**src/rtl/instr_fetch.sv**
```systemverilog
// Instruction fetch unit: single-outstanding memory fetch, EXTEND prefix folding,
// odd-parity tagging and a 2-entry decode buffer with branch flush.
module instr_fetch #(
    parameter logic [11:0] RESET_PC = 12'h800
) (
    input  logic        clk,
    input  logic        reset,
    output logic        mem_req,
    output logic [11:0] mem_addr,
    input  logic        mem_ack,
    input  logic [15:0] mem_rdata,
    output logic        dec_valid,
    input  logic        dec_ready,
    output logic [15:0] dec_instr,
    output logic        dec_extracode,
    output logic [11:0] dec_pc,
    output logic        dec_parity_err,
    input  logic        branch_valid,
    input  logic [11:0] branch_target,
    output logic        o_dbg_state
);

    localparam logic [0:0] ST_FETCH = 1'b0;
    localparam logic [0:0] ST_DRAIN = 1'b1;

    // Handshake: mem_req/mem_addr are held from issue until the cycle mem_ack=1
    // (one request in flight); a decode pop happens on any edge with dec_valid && dec_ready.
    logic [0:0]  r_state;
    logic [11:0] r_pc;
    logic        r_req;
    logic [11:0] r_addr;
    logic        r_ext;
    logic [1:0]  r_count;
    logic        r_rd;
    logic        r_wr;
    logic [15:0] r_instr [2];
    logic        r_extc  [2];
    logic [11:0] r_epc   [2];
    logic        r_perr  [2];

    logic w_ack;
    logic w_perr;
    logic w_is_ext;
    logic w_accept;
    logic w_push;
    logic w_consume_ext;
    logic w_pop;
    logic w_issue;

    assign w_ack    = r_req && mem_ack;
    assign w_perr   = ~(^mem_rdata);
    assign w_is_ext = (mem_rdata[15:1] == 15'o00006);
    // Data is only taken in FETCH with no flush in the same edge; DRAIN acks are stale.
    assign w_accept      = w_ack && (r_state == ST_FETCH) && !branch_valid;
    assign w_consume_ext = w_accept && w_is_ext && !w_perr;
    assign w_push        = w_accept && !(w_is_ext && !w_perr);
    assign w_pop         = dec_valid && dec_ready;
    assign w_issue       = (r_state == ST_FETCH) && !r_req && (r_count <= 2'd1) && !branch_valid;

    always_ff @(posedge clk) begin
        if (reset) begin
            r_state <= ST_FETCH;
            r_pc    <= RESET_PC;
            r_req   <= 1'b0;
            r_addr  <= 12'h000;
            r_ext   <= 1'b0;
            r_count <= 2'd0;
            r_rd    <= 1'b0;
            r_wr    <= 1'b0;
            for (int i = 0; i < 2; i++) begin
                r_instr[i] <= 16'h0000;
                r_extc[i]  <= 1'b0;
                r_epc[i]   <= 12'h000;
                r_perr[i]  <= 1'b0;
            end
        end else begin
            if (w_ack) begin
                r_req <= 1'b0;
            end else if (w_issue) begin
                r_req  <= 1'b1;
                r_addr <= r_pc;
            end

            case (r_state)
                ST_FETCH: if (branch_valid && r_req && !mem_ack) r_state <= ST_DRAIN;
                ST_DRAIN: if (mem_ack) r_state <= ST_FETCH;
                default:  r_state <= ST_FETCH;
            endcase

            if (branch_valid) begin
                r_pc <= branch_target;
            end else if (w_accept) begin
                r_pc <= r_pc + 12'd1;
            end

            // A parity-failed EXTEND is pushed as data and leaves the prefix state alone.
            if (branch_valid) begin
                r_ext <= 1'b0;
            end else if (w_consume_ext) begin
                r_ext <= 1'b1;
            end else if (w_push && !w_is_ext) begin
                r_ext <= 1'b0;
            end

            if (branch_valid) begin
                r_count <= 2'd0;
                r_rd    <= 1'b0;
                r_wr    <= 1'b0;
            end else begin
                if (w_push) begin
                    r_instr[r_wr] <= mem_rdata;
                    r_extc[r_wr]  <= r_ext;
                    r_epc[r_wr]   <= r_addr;
                    r_perr[r_wr]  <= w_perr;
                    r_wr          <= ~r_wr;
                end
                if (w_pop) begin
                    r_rd <= ~r_rd;
                end
                r_count <= r_count + {1'b0, w_push} - {1'b0, w_pop};
            end
        end
    end

    assign mem_req        = r_req;
    assign mem_addr       = r_addr;
    assign dec_valid      = (r_count != 2'd0);
    assign dec_instr      = dec_valid ? r_instr[r_rd] : 16'h0000;
    assign dec_extracode  = dec_valid ? r_extc[r_rd]  : 1'b0;
    assign dec_pc         = dec_valid ? r_epc[r_rd]   : 12'h000;
    assign dec_parity_err = dec_valid ? r_perr[r_rd]  : 1'b0;
    assign o_dbg_state    = r_state;

endmodule

```
**config.mk**
```make
export PLATFORM = sky130hd
export DESIGN_NAME = instr_fetch
export DESIGN_NICKNAME = d
export VERILOG_FILES = /design/src/rtl/instr_fetch.sv
export SDC_FILE = /design/constraint.sdc
export NUM_CORES = 1
export LEC_CHECK = 0
export ABC_CLOCK_PERIOD_IN_PS = 5100
export CORE_AREA = 2 2 91 93
export DETAILED_ROUTE_END_ITERATION = 16
export DIE_AREA = 0 0 93 95
export PLACE_DENSITY_LB_ADDON = 0.15
export SLEW_MARGIN = 20
export SYNTH_ARGS = -nofsm -noshare
export SYNTH_HDL_FRONTEND = slang
export SYNTH_SLANG_ARGS = --single-unit
```
**constraint.sdc**
```tcl
create_clock -name clk -period 5.1 [get_ports clk]
set_input_delay 1.53 -clock clk [delete_from_list [all_inputs] [get_ports clk]]
set_output_delay 1.53 -clock clk [all_outputs]
set_load 0.005 [all_outputs]
```
==> After elaboration in Yosys (flattened, before gate mapping) <==
Memory sizes are Yosys's and may differ from the RTL's. A register that Yosys moved wholly into a read port is not among the register bits.
Index checks and enable logic that the tools add are counted.
{ "totals": {"regBits": 31, "n_memories": 4, "ramBits": 60, "in_bits": 33, "out_inout_bits": 45, "wordCells": 89} }
{ "classes": {"eq_ne": 1, "bitwise": 5, "add_sub_neg": 3, "reduce_logical": 30, "magnitude_cmp": 1, "muxes": 37} }
{ "mem_list": {"columns": ["name", "words", "word_bits", "rd", "rd_ports_with_merged_regs", "write_ports", "line", "source"], "rows": [
  ["r_instr", 2, 16, 1, 1, 2, "36", "logic [15:0] r_instr [2];"],
  ["r_epc", 2, 12, 1, 1, 2, "38", "logic [11:0] r_epc [2];"],
  ["r_extc", 2, 1, 1, 1, 2, "37", "logic r_extc [2];"],
  ["r_perr", 2, 1, 1, 1, 2, "39", "logic r_perr [2];"]
]} }
{ "ops": {"columns": ["operator", "count"], "rows": [
  ["12-bit two-way mux", 4],
  ["16-bit two-way mux", 2],
  ["1-bit two-way mux", 30],
  ["16-bit OR reduction", 1],
  ["16-bit parity", 1],
  ["15-bit by 3-bit equality test with 1-bit output, second input constant", 1],
  ["1-bit logical AND", 14],
  ["12-bit by 1-bit adder with 12-bit output, second input constant", 1],
  ["12-bit OR reduction", 1],
  ["2-bit nonzero test", 3],
  ["1-bit zero test", 5],
  ["1-bit NOT", 5],
  ["2-bit OR reduction", 2],
  ["2-bit by 1-bit adder with 2-bit output", 1],
  ["2-bit by 1-bit less-or-equal comparator with 1-bit output, second input constant", 1],
  ["1-bit case mux with 2 select lines", 1],
  ["2-bit AND reduction", 1],
  ["1-bit OR reduction", 2],
  ["2-bit by 1-bit subtractor with 2-bit output", 1]
]} }

==> Logic depth before layout (Yosys ltp) <==
{ "logic_depth": {"depth_word": 10, "mapped_depth": 13, "ltp_nobuf": 12} }

==> Worst setup path before layout <==
OpenSTA, ideal clock, no wires.
{ "synth_path": {"path_type": "input port to flip-flop", "from": "in mem_rdata[4]", "to": "reg r_count[1]", "cell_stages": 13, "arrival_time_ps": 3562, "t_required_ps": 4969, "path_buffers": 1, "setup_slack_ps": 1407, "path_cell_list": "xor2_1 xnor2_1 xnor2_2 xnor2_2 a21oi_2 clkbuf_2 nand2_1 ha_1 inv_1 ha_1 xor2_1 xnor2_1 nor2_1"} }
{ "synth_between": {"elab_chain_cells": 6, "word_cells_on_any_way": 7, "classes_between": "add/sub (2); eq/ne (1); reduce/logical (4)"} }
{ "synth_rtl": {"columns": ["element", "line", "source"], "rows": [
  ["start, declared", "11", "input logic [15:0] mem_rdata,"],
  ["15-bit by 3-bit equality test with 1-bit output / 16-bit parity (equally long branches)", "52, 51", null],
  ["1-bit logical AND (*)", "56", "assign w_push = w_accept && !(w_is_ext && !w_perr);"],
  ["1-bit zero test (*)", "56", null],
  ["1-bit logical AND (*)", "56", null],
  ["2-bit by 1-bit adder with 2-bit output (*)", "120", "r_count <= r_count + {1'b0, w_push} - {1'b0, w_pop};"],
  ["2-bit by 1-bit subtractor with 2-bit output (*)", "120", null],
  ["end signal, assigned", "120", null],
  ["end, declared", "33", "logic [1:0] r_count;"]
]} }
Mark *: on every way between the ends. The rest lies on a longest branch, timed or not.
A chain may end at the register's enable or synchronous reset.

==> Worst setup path after layout <==
{ "layout_path": {"from": "in mem_rdata[3]", "to": "reg r_count[1]"} }
The elaborated chain is that of the path after synthesis.

==> qor.yml <==
outcome:
  outcome: "finished clean"
synth:
  ys.flop_type: "edfxtp_1"
  netlist_area_um2: 4350
  synthArstFlopShare: 0
  yosysMostFrequentCell: "edfxtp_1"
  seq_area_frac_synth: 0.562
  netlist-cell-type-count: 38
  netlist.area_leader.share: 0.414
  synth_common_cells: "edfxtp_1 (60), nor2_1 (53), and2_1 (46)"
  synth_edf_count: 60
  ys_warn_count: 0
  synthCells: 397
  synth_fp_nets: 433
  synth.area.top_cells: "edfxtp_1 (41%), dfxtp_1 (15%), mux2i_1 (7.1%)"
  postSynthAreaPerCell_um2: 11.0
  synth_top_area_cell: "edfxtp_1"
  ys_ff_latch: 92
floorplanning:
  die_h_um: 95
  rows: 33
  die_area_um2: 8840
  start_util: 0.549
  core_area_um2: 7930
  die_x_um: 93
  io_pins: 78
layout:
  area_delta_synth_final_pct: 24.8
  insertedDiodeCount: 0
  instances_no_fill: 579
  nets: 505
  fillers: 623
  drive_gt1_frac: 0.0675
power_and_ir_drop:
  p_per_area_nw_per_um2: 288
  leakagePower_nw: 1.86
  peakVddDrop_uv: 213
  total_power_mw: 1.57
setup_path:
  cp.required_ns: 5.35
  slowest_delay_ns: 0.56
  worstSetupPathType: "input port to flip-flop"
  path_buf_inv: 2
  r2r-end: "r_count[1]"
  crit_fanout: 16
  r2r_slack_ns: 2.75
  crit_slowest_cell: "a21oi_2"
  crit_chain: "clkdlybuf4s50_1 > xnor2_1 > xnor2_1 > xnor2_2 > xnor2_2 > a21oi_2 > nand2_1 > ha_1 > inv_1 > ha_1 > xor2_1 > xnor2_1 > nor2_1"
  rr_worst_depth: 10
  worstReg2RegStart: "mem_req"
  crit_top_cell: "xnor2_1"
  worstSetupStartpointType: "input port"
  crit_family: "XOR/XNOR gates"
  arrival_ns: 4.47
  critPathCaptureType: "flip-flop"
route:
  drt_iter0_markers: 209
  vias: 3069
  finalWirelength_um: 9130
  routed_via_density: 5.30
  wl_per_cell_um: 15.8
  drc: 0
  drtPass1Iterations: 4
  final_antenna_net_count: 0
min_path:
  whs_endpoint: "mem_addr[11]"
  min-delay-start: "r_pc[11]"
  hold_depth: 2
  holdCritPathClass: "flip-flop to flip-flop"
run:
  cap_violations: 0
placed_design:
  port_buffers: 77
  place_congestion: 0.797
  place_hpwl_um: 6250
  placedCellCount: 563
  place_ws_ns: 0.525
sta:
  maxSlewViolCount: 0
  grt_setup_unrepaired: "no"
  fin_ws_ns: 0.880
  period_share: 0.827
  finalSetupTns_ns: 0
  max_freq_mhz: 237
  slew_headroom: 0.345
  hold_viol_final: 0
  tightest_slew_ns: 0.979
  setup_viol: 0
  skew_ns: 0.00643
  min_period_ns: 4.22
clock_network:
  cts-htree-levels: 3
  post_cts_buffers: 0
  clk_latency_ns: 0.36
  cts-root-buf: "clkbuf_8"
  hold_buffers: 0
  cts_buffer_depth: 2
  cts_buffers: 9
  cts.clk_slew.worst_paths_ns: 0.08
  cts_sinks: 92
  cts_tree: "done"
  post_cts_resized: 0
global_route:
  grt_pass1_wl_um: 14700
  grt_pass1_vias: 2937
  antenna_found_initial: 0
  grt_max_degree: 31
  grt_util_all_layers: 0.218
  grt_overflow: 0
[stage by stage]
step           utilization  hold slack, ns  instance area (um2)
2_1_floorplan            -           0.442                 4350
3_3_place_gp         0.656           0.453                 5200
3_5_place_dp         0.656           0.467                 5200
4_1_cts              0.685           0.481                 5430
5_1_grt              0.685           0.503                 5430
6_report             0.685           0.475                 5430
[cells by family (layout without fill, tap and decap cells)]
logic type / after synthesis / count (layout) / share of synthesized area
adder cells (fa/ha/maj): 3 / 3 / 0.00863
buffers and inverters: 31 / 108 / 0.0316
multiplexers: 31 / 31 / 0.0713
XOR/XNOR: 28 / 28 / 0.0598
flip-flops: 92 / 92 / 0.562
AO/OA/AOI/OAI: 37 / 37 / 0.0570
AND/OR/NAND/NOR: 175 / 175 / 0.210
[final cells by class]
class / instances / area (um2) / area share
timing repair buffer: 85 / 831 / 0.153
multi-input combinational: 274 / 1770 / 0.326
tap: 105 / 131 / 0.0242
clock buffer: 12 / 179 / 0.0330
sequential: 92 / 2440 / 0.450
inverter: 7 / 26.3 / 0.00484
clock inverter: 4 / 43.8 / 0.00807
[where the power goes]
| group | internal, mW | switching (mW) | total, mW |
|---|---|---|---|
| Combinational | 0.0837 | 0.100 | 0.184 |
| Clock | 0.285 | 0.253 | 0.538 |
| Sequential | 0.823 | 0.0198 | 0.843 |
[how the worst max path moves through the flow]
stage	from	endpoint	cells past startpoint
floorplan	mem_rdata[4]	r_count[1]	13
global placement	mem_rdata[15]	r_count[1]	13
detailed placement	mem_rdata[3]	r_count[1]	13
CTS	mem_rdata[3]	r_count[1]	13
global route	mem_rdata[3]	r_count[1]	13
finish	mem_rdata[3]	r_count[1]	13
[routing by layer]
metal | routed length [um] | up-vias | GRT usage
li1 | - | 1531 | -
met1 | 4170 | 1452 | 0.291
met2 | 4470 | 79 | 0.359
met3 | 414 | 7 | 0.0407
met4 | 70 | 0 | 0.0784
met5 | 0 | - | 0
[cells in the final DEF (no fill, tap or decap), types with 3 or more instances in the layout]
cell type        instances
a21oi_1                 27
and2_1                  46
and4_1                  14
buf_4                    8
clkbuf_8                 9
clkdlybuf4s50_1         77
dfxtp_1                 31
edfxtp_1                60
ha_1                     3
inv_1                    8
mux2i_1                 31
nand2_1                 33
nand3_1                  3
nand4_1                  5
nor2_1                  52
nor3_1                   6
nor4_1                   6
xnor2_1                 21
xor2_1                   5
[registers in the layout, indices dropped and copies added, names as in the netlist, named ones only]
register	cells
r_instr	32
r_count	2
r_extc	2
r_pc	12
mem_req	1
mem_addr	12
r_epc	24
r_rd	1
r_perr	2
o_dbg_state	1
r_wr	1
r_ext	1
[tightest hold or removal path, stage by stage (launching register included)]
cell and delay (ns):
dfxtp_1 0.32, nand2_1 0.06, a21oi_1 0.05
Power figures use the tool's default switching activity.
==> edit, RTL diff (same flow settings) <==
Change the parameter `RESET_PC` from 12'h800 to 12'h600.
--- a/src/rtl/instr_fetch.sv
+++ b/src/rtl/instr_fetch.sv
@@ -1,7 +1,7 @@
 // Instruction fetch unit: single-outstanding memory fetch, EXTEND prefix folding,
 // odd-parity tagging and a 2-entry decode buffer with branch flush.
 module instr_fetch #(
-    parameter logic [11:0] RESET_PC = 12'h800
+    parameter logic [11:0] RESET_PC = 12'h600
 ) (
     input  logic        clk,
     input  logic        reset,
Check against the original RTL: not equivalent (Yosys sat finds a counterexample within 4 cycles, from zero or initial values and one cycle with reset high).
==> edit against the unedited design <==
Total power up 0.38%; sequential cell count unchanged; design area is 0.39% higher; sequential share of layout area down 0.18 points; synthesized area grew 0.17%; first-iteration DRC count down 45%; fmax down 0.45%; worst setup slack lost 0.019 ns; wire length fell by 2.2%; critical path type unchanged; critical endpoint unchanged; largest cell class unchanged.
==> edit: results (changes against the unedited design) <==
- Reg2reg setup slack: 2.79 ns (was 2.75 ns)
- Worst IR Drop VDD: 0.000155 V (was 0.000213 V)
- Outcome: finished, final reports clean (unchanged)
- Vias after detailed routing: 2997 (was 3069)
- Global-route wire length before repair: 14.5 mm (was 14.7 mm)
- Inverters excl. clock: 6 (was 7)
- Seq/Total Area, Yosys: 0.561 (was 0.562)
- Adder-cell share of the synthesized area: 0.00862 (was 0.00863)
- Post-synth net total: 428 (was 433)
- Final clock-cell share: 0.0411 (was 0.0410)
- Worst Hold Slack: 0.485 ns (was 0.475 ns)
- Cell Area, Synth: 4360 µm² (was 4350 µm²)
- Compound-gate portion of the synthesized area: 0.0471 (was 0.0570)
- Worst setup path startpoint: mem_rdata[4] (was mem_rdata[3])
- Mux share of post-synthesis cell area: 0.0850 (was 0.0713)
- Buffer share of cell area: 0.153 (about the same)
- Area after DPL: 5220 µm² (was 5200 µm²)
- Share of total power consumed by net switching: 0.243 (was 0.238)
- Placer congestion estimate: 0.785 (was 0.797)
- Fraction of final layout cells sized beyond drive strength 1: 0.0682 (was 0.0675)
- Overall track demand over capacity in global routing: 0.215 (was 0.218)
- # placed instances: 558 (was 563)
- End of the worst hold path: mem_addr[8]$_SDFFE_PP0P_ (was mem_addr[11]$_SDFFE_PP0P_)
- Clock buf count: 9 (was 12)
- Synth area leaders: sky130_fd_sc_hd__edfxtp_1 (41%), sky130_fd_sc_hd__dfxtp_1 (15%), sky130_fd_sc_hd__mux2i_1 (8.5%) (was sky130_fd_sc_hd__edfxtp_1 (41%), sky130_fd_sc_hd__dfxtp_1 (15%), sky130_fd_sc_hd__mux2i_1 (7.1%))
- Number of DRC markers after the initial detailed-route iteration: 114 (was 209)
- Number of unique standard cell types used by synthesis: 36 (was 38)
- Nets: 500 (was 505)
## edit: worst reg2reg max path: stages (launching register included)
cell and delay, ns:
sky130_fd_sc_hd__dfxtp_1 0.44, sky130_fd_sc_hd__nand3b_1 0.10, sky130_fd_sc_hd__buf_4 0.19, sky130_fd_sc_hd__a21oi_2 0.45, sky130_fd_sc_hd__nand2_1 0.13, sky130_fd_sc_hd__ha_1 0.31
sky130_fd_sc_hd__inv_1 0.06, sky130_fd_sc_hd__ha_1 0.15, sky130_fd_sc_hd__xor2_1 0.19, sky130_fd_sc_hd__xnor2_1 0.14, sky130_fd_sc_hd__nor2_1 0.05
## edit: routing by layer
layer,share of wire,global-route usage
met5,0,0
met3,0.051,0.0503
met2,0.49,0.345
met1,0.45,0.294
met4,0.0078,0.0613
## edit: cells by family after synthesis
logic type,after synthesis
AOI/OAI and AO/OA,29
xor gates and xnor gates,29
adders and majority gates,3
buffers and inverters,29
DFF,92
muxes,37
and+or+nand+nor,173
